<file path="src/rtl/game_pkg.sv">
// Shared constants for the whack-a-mole game front end.
// Button count, id width, debounce defaults and raw pin polarity.
package game_pkg;

  localparam int NUM_BTN = 4;
  localparam int BTN_ID_W = $clog2(NUM_BTN);
  localparam int DEBOUNCE_CYCLES = 250000;
  localparam int DEBOUNCE_CNT_W = 18;
  localparam logic BTN_PRESSED = 1'b0;

endpackage

</file>
<file path="src/rtl/button_conditioner_if.sv">
// Press-event valid/ready channel from the button front end
// to the game controller.
interface button_conditioner_if #(
  parameter int ID_W = game_pkg::BTN_ID_W
);

  logic            press_valid;
  logic [ID_W-1:0] press_id;
  logic            press_ready;

  modport master (
    output press_valid,
    output press_id,
    input  press_ready
  );

  modport slave (
    input  press_valid,
    input  press_id,
    output press_ready
  );

endinterface

</file>
<file path="src/rtl/button_debounce.sv">
// One button channel: 2-FF synchroniser, stability counter
// and registered press-edge pulse.
module button_debounce #(
  parameter int DEBOUNCE_CYCLES = game_pkg::DEBOUNCE_CYCLES,
  parameter int CNT_W = game_pkg::DEBOUNCE_CNT_W
) (
  input  logic clk,
  input  logic reset,
  input  logic btn_n,
  output logic level,
  output logic pulse
);

  import game_pkg::*;

  logic             sync1;
  logic             sync2;
  logic             stable;
  logic [CNT_W-1:0] cnt;

  always_ff @(posedge clk) begin
    if (reset) begin
      sync1  <= 1'b1;
      sync2  <= 1'b1;
      stable <= 1'b1;
      cnt    <= '0;
      pulse  <= 1'b0;
    end else begin
      sync1 <= btn_n;
      sync2 <= sync1;
      pulse <= 1'b0;
      if (sync2 == stable) begin
        cnt <= '0;
      end else if (cnt == CNT_W'(DEBOUNCE_CYCLES - 1)) begin
        stable <= ~stable;
        cnt    <= '0;
        // only the released->pressed flip produces an event
        pulse  <= (stable != BTN_PRESSED);
      end else begin
        cnt <= cnt + 1'b1;
      end
    end
  end

  assign level = ~stable;

endmodule

</file>
<file path="src/rtl/button_conditioner.sv">
// Button front end: per-channel debounce, pending presses,
// round-robin arbiter and press-event output register.
module button_conditioner #(
  parameter int NUM_BTN = game_pkg::NUM_BTN,
  parameter int DEBOUNCE_CYCLES = game_pkg::DEBOUNCE_CYCLES,
  parameter int CNT_W = game_pkg::DEBOUNCE_CNT_W
) (
  input  logic               clk,
  input  logic               reset,
  input  logic [NUM_BTN-1:0] btn_n,
  output logic [NUM_BTN-1:0] btn_level,
  output logic [NUM_BTN-1:0] press_pulse,
  button_conditioner_if.master ev,
  output logic               overflow
);

  import game_pkg::*;

  localparam int ID_W = (NUM_BTN > 1) ? $clog2(NUM_BTN) : 1;

  logic [NUM_BTN-1:0] pend;
  logic [NUM_BTN-1:0] req;
  logic [NUM_BTN-1:0] take;
  logic [NUM_BTN-1:0] pend_nxt;
  logic [ID_W-1:0]    rr_ptr;
  logic [ID_W-1:0]    nxt_id;
  logic [ID_W-1:0]    id_q;
  logic               valid_q;
  logic               found;
  logic               load;

  for (genvar g = 0; g < NUM_BTN; g++) begin : g_ch
    button_debounce #(
      .DEBOUNCE_CYCLES(DEBOUNCE_CYCLES),
      .CNT_W(CNT_W)
    ) u_db (
      .clk(clk),
      .reset(reset),
      .btn_n(btn_n[g]),
      .level(btn_level[g]),
      .pulse(press_pulse[g])
    );
  end

  // a pulse can be forwarded in the same cycle it arrives
  assign req  = pend | press_pulse;
  assign load = ~valid_q | ev.press_ready;

  always_comb begin
    found  = 1'b0;
    nxt_id = '0;
    for (int k = 1; k <= NUM_BTN; k++) begin
      if (!found && req[(int'(rr_ptr) + k) % NUM_BTN]) begin
        found  = 1'b1;
        nxt_id = ID_W'((int'(rr_ptr) + k) % NUM_BTN);
      end
    end
  end

  always_comb begin
    take     = '0;
    pend_nxt = '0;
    for (int i = 0; i < NUM_BTN; i++) begin
      take[i] = load & found & (nxt_id == ID_W'(i));
      pend_nxt[i] = take[i] ? (pend[i] & press_pulse[i])
                            : (pend[i] | press_pulse[i]);
    end
  end

  always_ff @(posedge clk) begin
    if (reset) begin
      valid_q  <= 1'b0;
      id_q     <= '0;
      rr_ptr   <= ID_W'(NUM_BTN - 1);
      pend     <= '0;
      overflow <= 1'b0;
    end else begin
      if (load) begin
        valid_q <= found;
        if (found) begin
          id_q   <= nxt_id;
          rr_ptr <= nxt_id;
        end
      end
      pend <= pend_nxt;
      if (|(press_pulse & pend & ~take)) overflow <= 1'b1;
    end
  end

  assign ev.press_valid = valid_q;
  assign ev.press_id    = id_q;

endmodule

</file>
<file path="src/flat_wrapper.sv">
// flat-port wrapper written by rule: the top's interface ports become plain ports
module button_conditioner_flat import game_pkg::*;
#(
  parameter int NUM_BTN = game_pkg::NUM_BTN,
  parameter int DEBOUNCE_CYCLES = game_pkg::DEBOUNCE_CYCLES,
  parameter int CNT_W = game_pkg::DEBOUNCE_CNT_W
)
  (clk, reset, btn_n, btn_level, press_pulse, overflow, ev_press_valid, ev_press_id, ev_press_ready);
  button_conditioner_if #(.ID_W(2)) ev_i ();
  input  logic clk;
  input  logic reset;
  input  logic [NUM_BTN-1:0] btn_n;
  output logic [NUM_BTN-1:0] btn_level;
  output logic [NUM_BTN-1:0] press_pulse;
  output logic overflow;
  output wire logic [$bits(ev_i.press_valid)-1:0] ev_press_valid;
  output wire logic [$bits(ev_i.press_id)-1:0] ev_press_id;
  input wire logic [$bits(ev_i.press_ready)-1:0] ev_press_ready;
  assign ev_press_valid = ev_i.press_valid;
  assign ev_press_id = ev_i.press_id;
  assign ev_i.press_ready = ev_press_ready;
  button_conditioner #(.NUM_BTN(NUM_BTN), .DEBOUNCE_CYCLES(DEBOUNCE_CYCLES), .CNT_W(CNT_W)) u_core (.clk(clk), .reset(reset), .btn_n(btn_n), .btn_level(btn_level), .press_pulse(press_pulse), .ev(ev_i), .overflow(overflow));
endmodule
</file>
<file path="config.mk">
export PLATFORM = sky130hd
export DESIGN_NAME = button_conditioner_flat
export DESIGN_NICKNAME = d
export VERILOG_FILES = /design/src/rtl/game_pkg.sv /design/src/rtl/button_conditioner_if.sv /design/src/rtl/button_debounce.sv /design/src/rtl/button_conditioner.sv /design/src/flat_wrapper.sv
export SDC_FILE = /design/constraint.sdc
export NUM_CORES = 1
export LEC_CHECK = 0
export BUFFER_PORTS_ARGS = -buffer_cell sky130_fd_sc_hd__buf_2
export CORE_ASPECT_RATIO = 0.6
export CORE_MARGIN = 2
export CORE_UTILIZATION = 45
export CTS_BUF_LIST = sky130_fd_sc_hd__clkbuf_4 sky130_fd_sc_hd__clkbuf_8 sky130_fd_sc_hd__clkbuf_16
export CTS_CLUSTER_DIAMETER = 100
export DETAILED_ROUTE_END_ITERATION = 6
export PLACE_DENSITY = 0.64
export SYNTH_ARGS = -nofsm -noshare
export SYNTH_HDL_FRONTEND = slang
export SYNTH_SLANG_ARGS = --single-unit
</file>
<file path="constraint.sdc">
create_clock -name clk -period 2.6 [get_ports clk]
set_input_delay 0 -clock clk [delete_from_list [all_inputs] [get_ports clk]]
set_output_delay 0 -clock clk [all_outputs]
set_load 0.02 [all_outputs]
</file>
==> results of run 1 <==
power by group through the flow:
stage | combinational, W | clock (W) | sequential (W)
after global placement | 0.0000311 | 0 | 0.00155
after detailed placement | 0.0000317 | 0 | 0.00155
final | 0.0000370 | 0.00153 | 0.00151
after floorplan | 0.0000204 | 0 | 0.00155
after CTS | 0.0000375 | 0.00157 | 0.00151
after global routing | 0.0000414 | 0.00163 | 0.00151
cell type report:
type	instances	area (um^2)	share of cell area (%)
clock buffer	10	239.0	4.990
clock inverter	6	113.9	2.377
inverter	13	48.80	1.019
multi-input combinational	352	2123	44.33
sequential	98	1962	40.96
tap	130	162.7	3.396
timing repair buffer	23	140.1	2.926
routing by layer:
layer | up-vias | GRT usage (%)
met4 | 0 | 4.565
met2 | 45 | 21.32
li1 | 1652 | -
met3 | 8 | 5.054
met5 | - | 0
met1 | 1418 | 24.23
placed cells by master (no fill, tap or decap), drive strengths merged, types with 7 or more instances in the layout:
master,n
xor2,26
and3,9
clkbuf,10
nor4,7
nand3,27
xnor2,42
nor4b,8
o21ai,9
buf,18
nor2,101
nor3,13
inv,13
nand4,11
nand2,30
dfxtp,98
or2,11
sequential cells by signal, indices dropped and copies added, names as in the netlist:
register and count:
u_core.ev.press_id 2, u_core.ev.press_valid 1, u_core.g_ch.u_db.cnt 72, u_core.g_ch.u_db.pulse 4, u_core.g_ch.u_db.stable 4, u_core.g_ch.u_db.sync1 4
u_core.g_ch.u_db.sync2 4, u_core.overflow 1, u_core.pend 4, u_core.rr_ptr 2
path summary, 6_finish.rpt:
| kind | start | endpoint | slack, ns | depth (start not counted) |
|---|---|---|---|---|
| setup / recovery | u_core.g_ch[2].u_db.cnt[4] | u_core.g_ch[2].u_db.cnt[5] | 0.51 | 6 |
| hold / removal | reset | u_core.ev.press_id[1] | 0.08 | 2 |
| setup reg to reg | u_core.g_ch[2].u_db.cnt[4] | u_core.g_ch[2].u_db.cnt[5] | 0.51 | 6 |
| hold reg to reg | u_core.g_ch[0].u_db.sync1 | u_core.g_ch[0].u_db.sync2 | 0.41 | 1 |
logic make-up after synthesis:
logic type	share of synthesized area, %
compound gates	5.521
xor+xnor	14.05
fa+ha+maj	1.712
buf+inv	3.602
flops	46.29
mux	0.7086
simple gates	28.11
through the flow:
step           instances  area (um^2)
6_report             632         4790
3_3_place_gp         611         4387
5_1_grt              632         4790
3_5_place_dp         611         4387
4_1_cts              632         4790
2_1_floorplan        482         4238
cell usage after synthesis (2+ instances only):
library cell  count
nor4_1            6
inv_1            13
xnor2_1          42
and2_1            3
buf_4             8
nor2b_1           3
and3_1            8
nand2b_1          2
nor2_1          101
xor2_1           26
and4_1            6
nand2_1          30
nand3b_1          3
a21oi_1           6
ha_1              4
o21ai_0           9
o21a_1            3
mux2i_1           3
or3_1             2
a31oi_1           2
clkbuf_1          9
or2_2            10
nor4b_1           8
nor3_1           13
a22o_1            2
dfxtp_1          98
o21bai_1          2
nand4_1          11
o211ai_1          3
or4_1             2
buf_2             2
maj3_2            2
nand3_1          27
==> summary.md, run 1 <==
| Metric | Value |
|---|---|
| Run status | `finished, final reports clean` |
| RD Place Congestion | `0.8272` |
| Max frequency | `479.0 MHz` |
| Setup violators final | `0` |
| Share of cells above drive strength 1 | `10.36%` |
| CP top delay family | `simple AND/OR/NAND/NOR gates` |
| Switching Share | `19.21%` |
| N_diodes | `0` |
| Total Nets Final | `508` |
| Layout area overhead | `13.02%` |
| Crit end category | `register` |
| Cells after Synth | `482` |
| Power Dens Cells | `643.8 nW/um^2` |
| Post-synth EDFFs | `0` |
| HPWL after detailed placement | `5324 um` |
| Share of power burned in registers | `49.1%` |
| Async SR Flop Fraction | `0%` |
| Synth cell types | `46` |
| Clk pwr share | `49.7%` |
| Cell Area, Synth | `4238 um^2` |
| Fin crit period | `2.088 ns` |
| Port bufs | `18` |
| Cts hold-fix bufs | `5` |
| Register area share after synthesis | `46.29%` |
| Clk sinks | `98` |
| DR vias/cell | `4.941` |
| GR Util All Layers | `16.01%` |
| Io pins | `19` |
| Die height | `79.17 um` |
| Root buf cell | `clkbuf_16` |
| Switching power | `0.0005923 W` |
| Final Slew Violations | `0` |
| Total Power | `0.003084 W` |
| Post-synth top area cell | `dfxtp_1` |
| Slew headroom | `57.00%` |
| Max clock buf depth | `2` |
| Number of global-route vias before repair | `2767` |
| Crit-path cells | `nor4b_1 > nand3b_1 > nor3_1 > and3_1 > or3_1 > nor2b_1` |
| Initial Util | `46.29%` |
| Peak supply drop | `377.5 uV` |
| Via Count | `3123` |
| Die area | `10240 um^2` |
| Fin Hold WS | `0.07615 ns` |
| Top_reg_cell synth | `dfxtp_1` |
| WP buf/inv | `0` |
| Worst EP arrival | `2.28 ns` |
| Worst skew pair latency | `0.34 ns` |
| Worst Path Max Fanout | `18` |
| Clk_skew | `0.005580 ns` |
| Synthesized Nets | `493` |
| Class of the worst hold path | `primary input to register` |
| Routed wl met3 | `308 um` |
| Post-CTS setup buffers | `0` |
| Detailed Route Iter0 Violations | `220` |
| CTS tree | `yes` |
| Synth Register Bits | `98` |
| Core Util, Final | `52.32%` |
| Worst setup SP type | `register` |
| Max-cap check violation count | `0` |
| CP max stage delay | `0.55 ns` |
| Syn Area/Cell | `8.792 um^2` |
| Met2 wire length | `2923 um` |
| Residual DRC | `0` |
| Total core area | `9155 um^2` |
| Total Neg Setup Slack | `0 ns` |
| Critical path class | `register to register` |
| Unrepaired setup endpoints after global routing | `false` |
| Final worst-path cycle share | `80.30%` |
| Initial antenna violation count | `0` |
| Die width | `129.3 um` |
| Lkg Pwr | `1.637 nW` |
| Yosys top cell area share | `46.29%` |
| Synth area leaders | `dfxtp_1 46%, nor2_1 8.9%, xnor2_1 8.7%` |
| Final WS setup | `0.5122 ns` |
| Largest net degree at the start of global routing | `25` |
| Synth warn | `0` |
| P_int | `0.002491 W` |
| Number of cell rows | `27` |
| Tightest Pin Transition | `0.6450 ns` |
| Final WL | `7689 um` |
| CTS resizes | `0` |
| 1st-pass router iterations | `4` |
| Worst-path clk slew | `0.07 ns` |
| Pre-CTS WS | `0.5386 ns` |
| Slowest-stage cell, CP | `or3_1` |
| Metal1 wirelength | `4381 um` |
| CTS Buf Count | `9` |
| Comb pwr share | `1.2%` |
| Remaining antenna violation count | `0` |
| Critical Path RT | `2.80 ns` |
| Fillers | `820` |
| Max H-tree Level | `3` |
| Top sig layer | `met4` |
| Global-route wire length before repair | `13140 um` |
| GR Overflow Total | `0` |
| Routed WL per cell | `12.17 um` |
| Final Hold Vio Count | `0` |
Power figures use the tool's default switching activity.
==> run 2, diff against run 1 <==
--- a/config.mk
+++ b/config.mk
@@ -12,7 +12,7 @@
 export CTS_BUF_LIST = sky130_fd_sc_hd__clkbuf_4 sky130_fd_sc_hd__clkbuf_8 sky130_fd_sc_hd__clkbuf_16
 export CTS_CLUSTER_DIAMETER = 100
 export DETAILED_ROUTE_END_ITERATION = 6
-export PLACE_DENSITY = 0.64
+export PLACE_DENSITY = 0.67
 export SYNTH_ARGS = -nofsm -noshare
 export SYNTH_HDL_FRONTEND = slang
 export SYNTH_SLANG_ARGS = --single-unit
==> constraint.sdc (replaced) <==
create_clock -name clk -period 1.8 [get_ports clk]
set_input_delay 0 -clock clk [delete_from_list [all_inputs] [get_ports clk]]
set_output_delay 0 -clock clk [all_outputs]
set_load 0.02 [all_outputs]
==> summary.md, run 2 (same netlist as run 1, synthesis figures left out) <==
| Metric | Value |
|---|---|
| Fin Hold WS | `0.07898 ns (+0.002828 ns)` |
| Most frequent cells in the layout | `100 x nor2_1, 97 x dfxtp_1, 42 x xnor2_1` |
| Max frequency | `525.1 MHz (+9.6%)` |
| Port bufs | `18 (unchanged)` |
| Detailed Route Iter0 Violations | `198 (-10%)` |
| Lkg Pwr | `1.776 nW (+8.5%)` |
| Slew headroom | `72.01% (+15 points)` |
| Commonest non-fill, non-tap cell in the layout | `nor2_1` |
| DR vias/cell | `5.049 (+2.2%)` |
| Die width | `129.3 um (unchanged)` |
| Worst setup SP type | `register` |
| Die area | `10240 um^2 (unchanged)` |
| Final WL | `8428 um (+9.6%)` |
| Total core area | `9155 um^2 (unchanged)` |
| GR Overflow Total | `0 (unchanged)` |
| Setup violators final | `4 (+4)` |
| Initial Util | `46.29% (unchanged)` |
| Max H-tree Level | `3 (unchanged)` |
| Global-route wire length before repair | `14430 um (+9.9%)` |
| Final Slew Violations | `0 (unchanged)` |
| Worst Path Max Fanout | `3 (-15)` |
| Max reg flops | `72 (unchanged)` |
| Final worst-path cycle share | `105.8% (+26 points)` |
| Power Dens Cells | `802.8 nW/um^2 (+25%)` |
| 1st-pass router iterations | `4 (unchanged)` |
| Core Util, Final | `55.05% (+2.7 points)` |
| Clk sinks | `98 (unchanged)` |
| Max-cap check violation count | `0 (unchanged)` |
| Violated checks | `setup timing` |
| Worst skew pair latency | `0.33 ns (about the same)` |
| Clk_skew | `0.007916 ns (+0.002335 ns)` |
| Remaining antenna violation count | `0 (unchanged)` |
| Io pins | `19 (unchanged)` |
| Residual DRC | `0 (unchanged)` |
| RD Place Congestion | `0.8361 (+1.1%)` |
| Fin crit period | `1.905 ns (-0.1833 ns)` |
| N_diodes | `0 (unchanged)` |
| Critical Path RT | `2.03 ns (-0.77 ns)` |
| Routed WL per cell | `12.79 um (+5.1%)` |
| Share of cells above drive strength 1 | `18.53% (+8.2 points)` |
| Class of the worst hold path | `primary input to register` |
| GR Util All Layers | `17.71% (+1.7 points)` |
| CTS tree | `yes` |
| Total Neg Setup Slack | `-0.2188 ns (-0.2188 ns)` |
| Worst EP arrival | `2.14 ns (-0.14 ns)` |
| CTS Buf Count | `9 (unchanged)` |
| Peak supply drop | `468.4 uV (+24%)` |
| Number of global-route vias before repair | `3121 (+13%)` |
| Crit end category | `register` |
| Die height | `79.17 um (unchanged)` |
| Final WS setup | `-0.1045 ns (-0.6167 ns)` |
| Total Power | `0.004046 W (+31%)` |
| Tightest Pin Transition | `0.4141 ns (-0.2309 ns)` |
| CP max stage delay | `0.54 ns (about the same)` |
| Max clock buf depth | `2 (unchanged)` |
| Register with the most flip-flops | `u_core.g_ch.u_db.cnt` |
| Total Nets Final | `536 (+5.5%)` |
| Run status | `finished, violations left` |
| Unrepaired setup endpoints after global routing | `true` |
| Crit-path cells | `or4_4 > and3_4 > nor4_4 > nand2_1 > maj3_2 > and2_4` |
| Worst-path clk slew | `0.06 ns (about the same)` |
| Largest net degree at the start of global routing | `25 (unchanged)` |
| Final Hold Vio Count | `0 (unchanged)` |
| Root buf cell | `clkbuf_16` |
| Slowest-stage cell, CP | `or4_4` |
| Initial antenna violation count | `0 (unchanged)` |
| Layout area overhead | `18.93%` |
| Critical path class | `register to register` |
| Number of cell rows | `27 (unchanged)` |
| HPWL after detailed placement | `5871 um (+10%)` |
| Via Count | `3327 (+6.5%)` |
[run 2: final timing paths]
kind	to	slack, ns	depth (start not counted)	from
hold / removal	u_core.ev.press_id[1]	0.08	2	reset
setup reg to reg	u_core.pend[2]	-0.10	6	u_core.g_ch[1].u_db.pulse
hold reg to reg	u_core.g_ch[3].u_db.sync2	0.40	1	u_core.g_ch[3].u_db.sync1
setup / recovery	u_core.pend[2]	-0.10	6	u_core.g_ch[1].u_db.pulse
[run 2: final cells by class]
cell class / instances / area [um^2]
Fill cell: 815 / 4115
Timing Repair Buffer: 51 / 386.6
Inverter: 13 / 48.80
Sequential cell: 98 / 1963
Multi-Input combinational cell: 352 / 2198
Tap cell: 130 / 162.7
Clock inverter: 2 / 12.51
Clock buffer: 13 / 267.8
[run 2: power by group]
part           switching, W  leakage, nW  internal [W]
logic             0.0000333        0.846     0.0000291
clock network      0.000765        0.139       0.00103
registers        0.00000634        0.792       0.00218
total              0.000804         1.78       0.00324
[run 2: through the flow]
stage	instances	setup WS (ns)	cell area (um^2)
final	659	-0.1045	5040
after global routing	659	-0.1732	5040
after detailed placement	637	-0.1168	4608
after floorplan	482	-0.1033	4239
after CTS	658	-0.09269	4954
after global placement	637	-0.07702	4608
[run 2: layer usage]
layer  track usage, %  up-vias  routed length, um
met1            24.70     1569               4381
met3            4.852        7                320
met5                0        -                  0
met2            26.32       46               3653
li1                 -     1705                  -
met4            6.087        0                 74
[run 2: repair_timing]
item	in CTS	in global routing
pin swaps	3	3
endpoints found under the setup margin	4	58
setup buffers	1	1
hold buffers	5	0
hold endpoints to repair	5	0
gates resized for setup	2	22
[run 2: worst max-delay path: cells and delay by family (launching register included)]
kind	cells	cell delay, ns
and+or+nand+nor	5	1.19
DFF	1	0.32
adders and majority gates	1	0.32
